===== src/rtl/memory_ctrl_if.sv =====
`default_nettype none
// ============================================================================
// Module   : memory_ctrl_if
// Brief    : Request/response bundle between a requester and memory_ctrl.
// Revision : 1.0 - initial release
// ============================================================================
interface memory_ctrl_if #(
    parameter int AWIDTH = 5,
    parameter int DWIDTH = 8
) ();
    logic                  req;
    logic                  we;
    logic [AWIDTH-1:0]     addr;
    logic [DWIDTH-1:0]     wdata;
    logic [DWIDTH/8-1:0]   be;
    logic                  ready;
    logic [DWIDTH-1:0]     rdata;
    logic                  rvalid;
    logic                  busy;

    modport master (
        output req, we, addr, wdata, be,
        input  ready, rdata, rvalid, busy
    );

    modport slave (
        input  req, we, addr, wdata, be,
        output ready, rdata, rvalid, busy
    );
endinterface
`default_nettype wire


===== src/rtl/memory_ctrl.sv =====
`default_nettype none
// ============================================================================
// Module   : memory_ctrl
// Brief    : Single-port byte-writable memory with zeroing sweep after reset
//            and a 1- or 2-cycle pipelined read path.
// Revision : 1.0 - initial release
// ============================================================================
module memory_ctrl #(
    parameter int AWIDTH = 5,
    parameter int DWIDTH = 8,
    parameter int RD_LAT = 1
) (
    input  logic         clk,
    input  logic         rst,
    memory_ctrl_if.slave bus
);
    localparam int                c_NBYTES = DWIDTH / 8;
    localparam int                c_DEPTH  = 2 ** AWIDTH;
    localparam logic [AWIDTH-1:0] c_LAST   = '1;

    typedef enum logic [0:0] {
        S_INIT = 1'b0,
        S_RUN  = 1'b1
    } state_t;

    state_t              r_state;
    state_t              w_state_nxt;
    logic [AWIDTH-1:0]   r_cnt;
    logic [DWIDTH-1:0]   r_mem [c_DEPTH];
    logic                w_ready;
    logic                w_busy;
    logic                w_acc_wr;
    logic                w_acc_rd;
    logic                r_s1_vld;
    logic [DWIDTH-1:0]   r_s1_data;

    always_ff @(posedge clk) begin
        if (rst) begin
            r_state <= S_INIT;
        end else begin
            r_state <= w_state_nxt;
        end
    end

    always_comb begin
        w_state_nxt = r_state;
        w_ready     = 1'b0;
        w_busy      = 1'b1;
        case (r_state)
            S_INIT: begin
                if (r_cnt == c_LAST) begin
                    w_state_nxt = S_RUN;
                end
            end
            S_RUN: begin
                // Reset already forces the sweep; never advertise ready under it.
                if (!rst) begin
                    w_ready = 1'b1;
                    w_busy  = 1'b0;
                end
            end
            default: w_state_nxt = S_INIT;
        endcase
    end

    always_ff @(posedge clk) begin
        if (rst) begin
            r_cnt <= '0;
        end else if (r_state == S_INIT) begin
            r_cnt <= r_cnt + 1'b1;
        end
    end

    assign w_acc_wr = bus.req && w_ready && bus.we;
    assign w_acc_rd = bus.req && w_ready && !bus.we;

    always_ff @(posedge clk) begin
        if (r_state == S_INIT) begin
            r_mem[r_cnt] <= '0;
        end else if (w_acc_wr) begin
            for (int i = 0; i < c_NBYTES; i++) begin
                if (bus.be[i]) begin
                    r_mem[bus.addr][8*i +: 8] <= bus.wdata[8*i +: 8];
                end
            end
        end
    end

    // Data register only loads on a read, so it holds the last read value.
    always_ff @(posedge clk) begin
        if (rst) begin
            r_s1_vld  <= 1'b0;
            r_s1_data <= '0;
        end else begin
            r_s1_vld <= w_acc_rd;
            if (w_acc_rd) begin
                r_s1_data <= r_mem[bus.addr];
            end
        end
    end

    generate
        if (RD_LAT >= 2) begin : g_lat2
            logic              r_s2_vld;
            logic [DWIDTH-1:0] r_s2_data;

            always_ff @(posedge clk) begin
                if (rst) begin
                    r_s2_vld  <= 1'b0;
                    r_s2_data <= '0;
                end else begin
                    r_s2_vld <= r_s1_vld;
                    if (r_s1_vld) begin
                        r_s2_data <= r_s1_data;
                    end
                end
            end

            assign bus.rvalid = r_s2_vld;
            assign bus.rdata  = r_s2_data;
        end else begin : g_lat1
            assign bus.rvalid = r_s1_vld;
            assign bus.rdata  = r_s1_data;
        end
    endgenerate

    assign bus.ready = w_ready;
    assign bus.busy  = w_busy;
endmodule
`default_nettype wire


===== src/flat_wrapper.sv =====
// flat-port wrapper written by rule: the top's interface ports become plain ports
module memory_ctrl_flat 
#(
    parameter int AWIDTH = 5,
    parameter int DWIDTH = 8,
    parameter int RD_LAT = 1
)
  (clk, rst, bus_req, bus_we, bus_addr, bus_wdata, bus_be, bus_ready, bus_rdata, bus_rvalid, bus_busy);
  memory_ctrl_if #(.AWIDTH(AWIDTH), .DWIDTH(DWIDTH)) bus_i ();
  input  logic clk;
  input  logic rst;
  input wire logic [$bits(bus_i.req)-1:0] bus_req;
  input wire logic [$bits(bus_i.we)-1:0] bus_we;
  input wire logic [$bits(bus_i.addr)-1:0] bus_addr;
  input wire logic [$bits(bus_i.wdata)-1:0] bus_wdata;
  input wire logic [$bits(bus_i.be)-1:0] bus_be;
  output wire logic [$bits(bus_i.ready)-1:0] bus_ready;
  output wire logic [$bits(bus_i.rdata)-1:0] bus_rdata;
  output wire logic [$bits(bus_i.rvalid)-1:0] bus_rvalid;
  output wire logic [$bits(bus_i.busy)-1:0] bus_busy;
  assign bus_i.req = bus_req;
  assign bus_i.we = bus_we;
  assign bus_i.addr = bus_addr;
  assign bus_i.wdata = bus_wdata;
  assign bus_i.be = bus_be;
  assign bus_ready = bus_i.ready;
  assign bus_rdata = bus_i.rdata;
  assign bus_rvalid = bus_i.rvalid;
  assign bus_busy = bus_i.busy;
  memory_ctrl #(.AWIDTH(AWIDTH), .DWIDTH(DWIDTH), .RD_LAT(RD_LAT)) u_core (.clk(clk), .rst(rst), .bus(bus_i));
endmodule

===== config.mk =====
export PLATFORM = sky130hd
export DESIGN_NAME = memory_ctrl_flat
export DESIGN_NICKNAME = d
export VERILOG_FILES = /design/src/rtl/memory_ctrl_if.sv /design/src/rtl/memory_ctrl.sv /design/src/flat_wrapper.sv
export SDC_FILE = /design/constraint.sdc
export NUM_CORES = 1
export LEC_CHECK = 0
export CAP_MARGIN = 40
export CORE_ASPECT_RATIO = 1.75
export CORE_MARGIN = 2
export CORE_UTILIZATION = 30
export CTS_CLUSTER_DIAMETER = 100
export DETAILED_ROUTE_END_ITERATION = 8
export PLACE_DENSITY = 0.55
export SLEW_MARGIN = 20
export SYNTH_ARGS = -nofsm -noshare
export SYNTH_HDL_FRONTEND = slang
export SYNTH_SLANG_ARGS = --single-unit

===== constraint.sdc =====
create_clock -name clk -period 2.35 [get_ports clk]
set_input_delay 0.3525 -clock clk [delete_from_list [all_inputs] [get_ports clk]]
set_output_delay 0.3525 -clock clk [all_outputs]
set_load 0.01 [all_outputs]

Word level (Yosys, flattened, before mapping)
Memory sizes are Yosys's and may differ from the RTL's. A register that Yosys moved wholly into a read port is not among the register bits.
Index checks and enable logic that the tools add are counted.
- bits in registers: 7
- word-level logic and storage cells: 25
- bits of input ports: 18
- memories: 1
- RAM bits: 256
- memory list (name ; depth ; bits a word ; rd ports ; clocked after Yosys merged registers in ; write ports ; RTL line ; source):
    u_core.r_mem ; 32 ; 8 ; 1 ; 1 ; 1 ; memory_ctrl.sv:29 ; logic [DWIDTH-1:0] r_mem [c_DEPTH];
- mux-type cells: 14
- equality and inequality tests: 1
- reductions and logical operators: 5
- $add $sub $neg: 1
- operators by type and width (cell ; number):
    1-bit 2-to-1 mux ; 12
    8-bit 2-to-1 mux ; 1
    8-bit OR reduction ; 1
    5-bit by 1-bit adder with 5-bit output, second input constant ; 1
    5-bit == test, second input constant ; 1
    5-bit 2-to-1 mux ; 1
    1-bit logical AND ; 3
    1-bit zero test ; 1

Depth between registers and ports, before layout
- word-level depth: 9
- depth in mapped cells: 8
- mapped depth without buffers: 5

Worst setup path after synthesis
OpenSTA, ideal clock, no wires.
- kind: register to register
- from: reg u_core.r_state
- to: mem u_core.r_mem[11][0] (enable)
- arrival: 1.893 ns
- required time: 1.980 ns
- setup time: 0.370 ns
- path buffers: 3
- setup slack: 0.086 ns
- period minus slack after synthesis: 2.264 ns
- stages on the path, launching flop included: 9
- path through: dfxtp_1 -> buf_2 -> and2b_1 -> and4_1 -> clkbuf_1 -> buf_2 -> nor4b_1 -> a21oi_1 -> nor2_1
- longest elaborated chain between the ends: 8
- elaborated cells between the ends (all ways): 10
- classes of those cells: mux (7); reduce/logical (3)
- RTL lines (element ; RTL line ; source):
    from (decl) ; memory_ctrl.sv:26 ; state_t r_state;
    from (signal assigned) ; memory_ctrl.sv:41 ; r_state <= w_state_nxt;
    1-bit 2-to-1 mux * ; memory_ctrl.sv:49 ; case (r_state)
    named net bus_ready ; flat_wrapper.sv:17 ; output wire logic [$bits(bus_i.ready)-1:0] bus_ready;
    1-bit logical AND * (2 in a row) ; memory_ctrl.sv:74 ; assign w_acc_wr = bus.req && w_ready && bus.we;
    1-bit 2-to-1 mux * ; memory_ctrl.sv:80 ; end else if (w_acc_wr) begin
    1-bit 2-to-1 mux * ; memory_ctrl.sv:78 ; if (r_state == S_INIT) begin
    1-bit 2-to-1 mux (implied by the code) * ; memory_ctrl.sv:83 ; r_mem[bus.addr][8*i +: 8] <= bus.wdata[8*i +: 8];
    8-bit OR reduction (no line) ; n/a ;
    5-bit 2-to-1 mux (no line) or 1-bit 2-to-1 mux (tied branches) ; n/a ;
    to (decl) ; memory_ctrl.sv:29 ;
The timed path passes the listed nets; every way through them passes the cells marked *.

Worst setup path after layout
- from: in rst
- to: out bus_busy
- longest elaborated chain between the ends: 2
- RTL lines (element ; RTL line ; source):
    from (decl) ; flat_wrapper.sv:11 ; input logic rst;
    1-bit 2-to-1 mux ; memory_ctrl.sv:57 ; if (!rst) begin
    1-bit 2-to-1 mux ; memory_ctrl.sv:49 ;
    to (decl) ; flat_wrapper.sv:20 ; output wire logic [$bits(bus_i.busy)-1:0] bus_busy;
No other way between the ends.

==> run metrics <==
RSZ-0062 raised after global routing no; delay-heaviest family, CP buffers and inverters; IO Pins 29; final RePlAce weighted congestion ~0.8; vias in the first global route 6,326; Via density 4.748; Int Pwr 7.913 mW; Core Box Area approximately 0.036 mm2; Seq cells post-synth 271; run status finished clean; Non-Filler Instances 1,274; pwr dens 742.3 mW/mm2; CP max stage delay 0.53 ns; WL/cell between 20 and 25 um; Finish-stage setup viols 0; root buffer cell clkbuf_16; Max Slew Vio Count 0; Final Hold Slack 0.5089 ns; share of power burned in registers 52.9%; row cnt a little over 90; critical path class primary input to output port; crit path launch rst; Top Metal Used met4; post-cts resize count 0; worst-path fanout max 3; Met2 Wirelength 14,250 um; Clock Latency Late Sink 0.53 ns; switching share of power roughly a fifth; Post-Syn Area between 0.01 and 0.015 mm2; Final Hold Vio Count 0; worst r2r path cells 8; WL met3 a little over 800 um; antenna violations before repair 0; critical path depth 5; Lkg Pwr 5.217 nW; antenna cells 0; Most used DFF post-synth edfxtp_1; Max Freq 0.4754 GHz; Die H 256.6 um; floorplan die width around 150 um; clock share of power 41.2%; vias after detailed routing 6,049; Worst Path Buf+Inv 4; DP Cell Count 1,229; utilization after layout between 30% and 40%; die area between 0.03 and 0.04 mm2; total grt overflow 0; worst min path class flop to flop; Initial Utilization between 30% and 40%; overall power 9.967 mW; Post-synth EDFFs roughly 260; maxcap violations 0; Iter 0 DRT Violations 435; Syn Area/Cell 16.40 um2; crit start category primary input; Post-CTS Hold Buffers 0; relative slew slack 65.29%; first-pass GRT wire length 38,980 um; worst-margin pin slew 0.5184 ns; CP max stage cell clkdlybuf4s50_1; Worst EP arrival between 1.5 and 2 ns; most used cell, CP clkdlybuf4s50_1; Cell variety after synth 40; CTS tree built; Net Sw Power 2.054 mW; Routed Antenna Nets 0; Gate power share under 10%; H-tree level count 1; worst setup path endpoint bus_busy; Synth-to-Final Area Change 22.72%; peak supply drop 0.5121 mV; crit-path cells clkdlybuf4s50_1 -> and2b_1 -> buf_4 -> inv_1 -> clkdlybuf4s50_1; syn_nets 687; TritonCTS Buffers 24; First-pass DRT Iterations 5; R2R Path Start u_core.r_state; Syn. warnings 0; layout cells sized above 1 19.15%; sequential area share after synthesis 73.00%; Clock Skew ~0.014 ns; post-CTS setup buffer count 0; Worst-path clk slew approximately 0.060 ns; Tot GR Track Use 13.59%; clock buffer depth 3; FF-to-FF setup slack 0.31 ns; min Tclk post-route 2.104 ns; largest net degree at the start of global routing 33; CTS sink cnt 271; r2r endpoint u_core.r_mem[0][0]; critical path capture point type output port; FFs w/ async S/R, synth 0%; final WL 25,780 um; Fin Setup TNS 0 ns; period utilization approximately nine tenths; Detail Placement HPWL 17,580 um; Layout Nets 806; Synth Instances 667; DRC viols 0; required time worst endpoint 2.00 ns; PortBufs 28; M1 wire length 10,070 um
## worst reg2reg max path: cells and delay by family (launching register included)
kind                   cells  cell delay (ns)
DFF                        1             0.31
buffers and inverters      3             0.54
AOI/OAI and AO/OA          1             0.10
and+or+nand+nor            4             0.82
## worst min-delay path by stage
stage / depth (start not counted) / slack, ns / from / to
after floorplan: 1 / 0.43 / rst / u_core.bus.rdata[1]
after global placement: 2 / 0.50 / u_core.r_cnt[0] / u_core.r_cnt[0]
after detailed placement: 2 / 0.51 / u_core.bus.rdata[2] / u_core.bus.rdata[2]
after CTS: 2 / 0.51 / u_core.bus.rdata[2] / u_core.bus.rdata[2]
after global routing: 2 / 0.54 / u_core.bus.rdata[7] / u_core.bus.rdata[7]
final: 2 / 0.51 / u_core.bus.rdata[2] / u_core.bus.rdata[2]
## per-layer routing
| metal | up-vias | global-route usage, % |
|---|---|---|
| met3 | 35 | 1.477 |
| met2 | 129 | 26.21 |
| met1 | 3026 | 15.29 |
| li1 | 2859 | - |
| met4 | 0 | 4.444 |
| met5 | - | 0 |
## through the flow
stage / setup WS (ns) / cell area, um2
CTS: 0.1024 / 13420
detailed placement: -0.4389 / 12600
global placement: -0.4435 / 12600
floorplan: 0.08631 / 10940
global route: 0.07134 / 13430
finish: 0.2464 / 13430
## cell usage after synthesis, types with 3 or more instances
master      n  area [um2]
nor2b_1     4       25.02
and2_1      9       56.30
a31oi_1     3       18.77
buf_2       6       30.03
buf_4       5       37.54
a211oi_1    4       30.03
edfxtp_1  256        7687
clkbuf_1   14       52.55
mux2i_1   130        1301
nand2_1     4       15.01
a22oi_1    64       480.5
buf_1       4       15.01
a211oi_2    4       50.05
or4_1       8       60.06
inv_1       5       18.77
dfxtp_1    15       300.3
a21oi_1    38       190.2
buf_6      10       112.6
nor4b_1     3       26.28
nor2_1     54       202.7
## placed cells by master, fill, tap and decap left out, types with 3 or more instances in the layout
cell,synthesis,routed
clkdlybuf4s50_1,0,27
a211oi_1,4,4
bufinv_16,0,4
mux2i_1,130,130
clkinv_2,0,3
nor2_2,0,3
nor2_1,54,51
a21oi_1,38,38
or4_1,8,8
a31oi_1,3,3
buf_12,1,22
inv_1,5,5
a211oi_2,4,4
clkbuf_16,0,25
nor4b_1,3,3
dfxtp_1,15,15
and2_1,9,9
clkbuf_1,14,3
nand2_1,4,4
buf_4,5,86
clkinv_1,0,7
edfxtp_1,256,256
a22oi_1,64,64
## power groups by stage
stage	logic, mW	registers, mW	clock network [mW]
2_1_floorplan	0.322	5.37	0
3_3_place_gp	0.595	5.38	0
3_5_place_dp	0.596	5.38	0
4_1_cts	0.598	5.27	4.18
5_1_grt	0.634	5.27	4.33
6_report	0.593	5.27	4.10
## cells by family after synthesis
logic type                 Yosys count  synth area share (%)
muxes                              130                 11.89
adders and majority gates            2                0.2287
xor gates and xnor gates             2                0.1601
buffers and inverters               48                 2.893
DFF                                271                 73.00
and+or+nand+nor                     97                 4.460
AOI/OAI and AO/OA                  117                 7.364
## state kept, by name (all words and copies together) (netlist names)
| register | cells |
|---|---|
| u_core.r_state | 1 |
| u_core.bus.rdata | 8 |
| u_core.r_cnt | 5 |
| u_core.r_mem | 256 |
| u_core.bus.rvalid | 1 |
## area by class of cell
class / instances / area (um2)
Clock buffer: 28 / 636.9
Clock inverter: 16 / 178.9
Fill cell: 3367 / 22600
Inverter: 5 / 18.77
Multi-Input combinational cell: 348 / 2650
Sequential cell: 271 / 7988
Tap cell: 470 / 588.1
Timing Repair Buffer: 136 / 1368
Power figures use the tool's default switching activity.
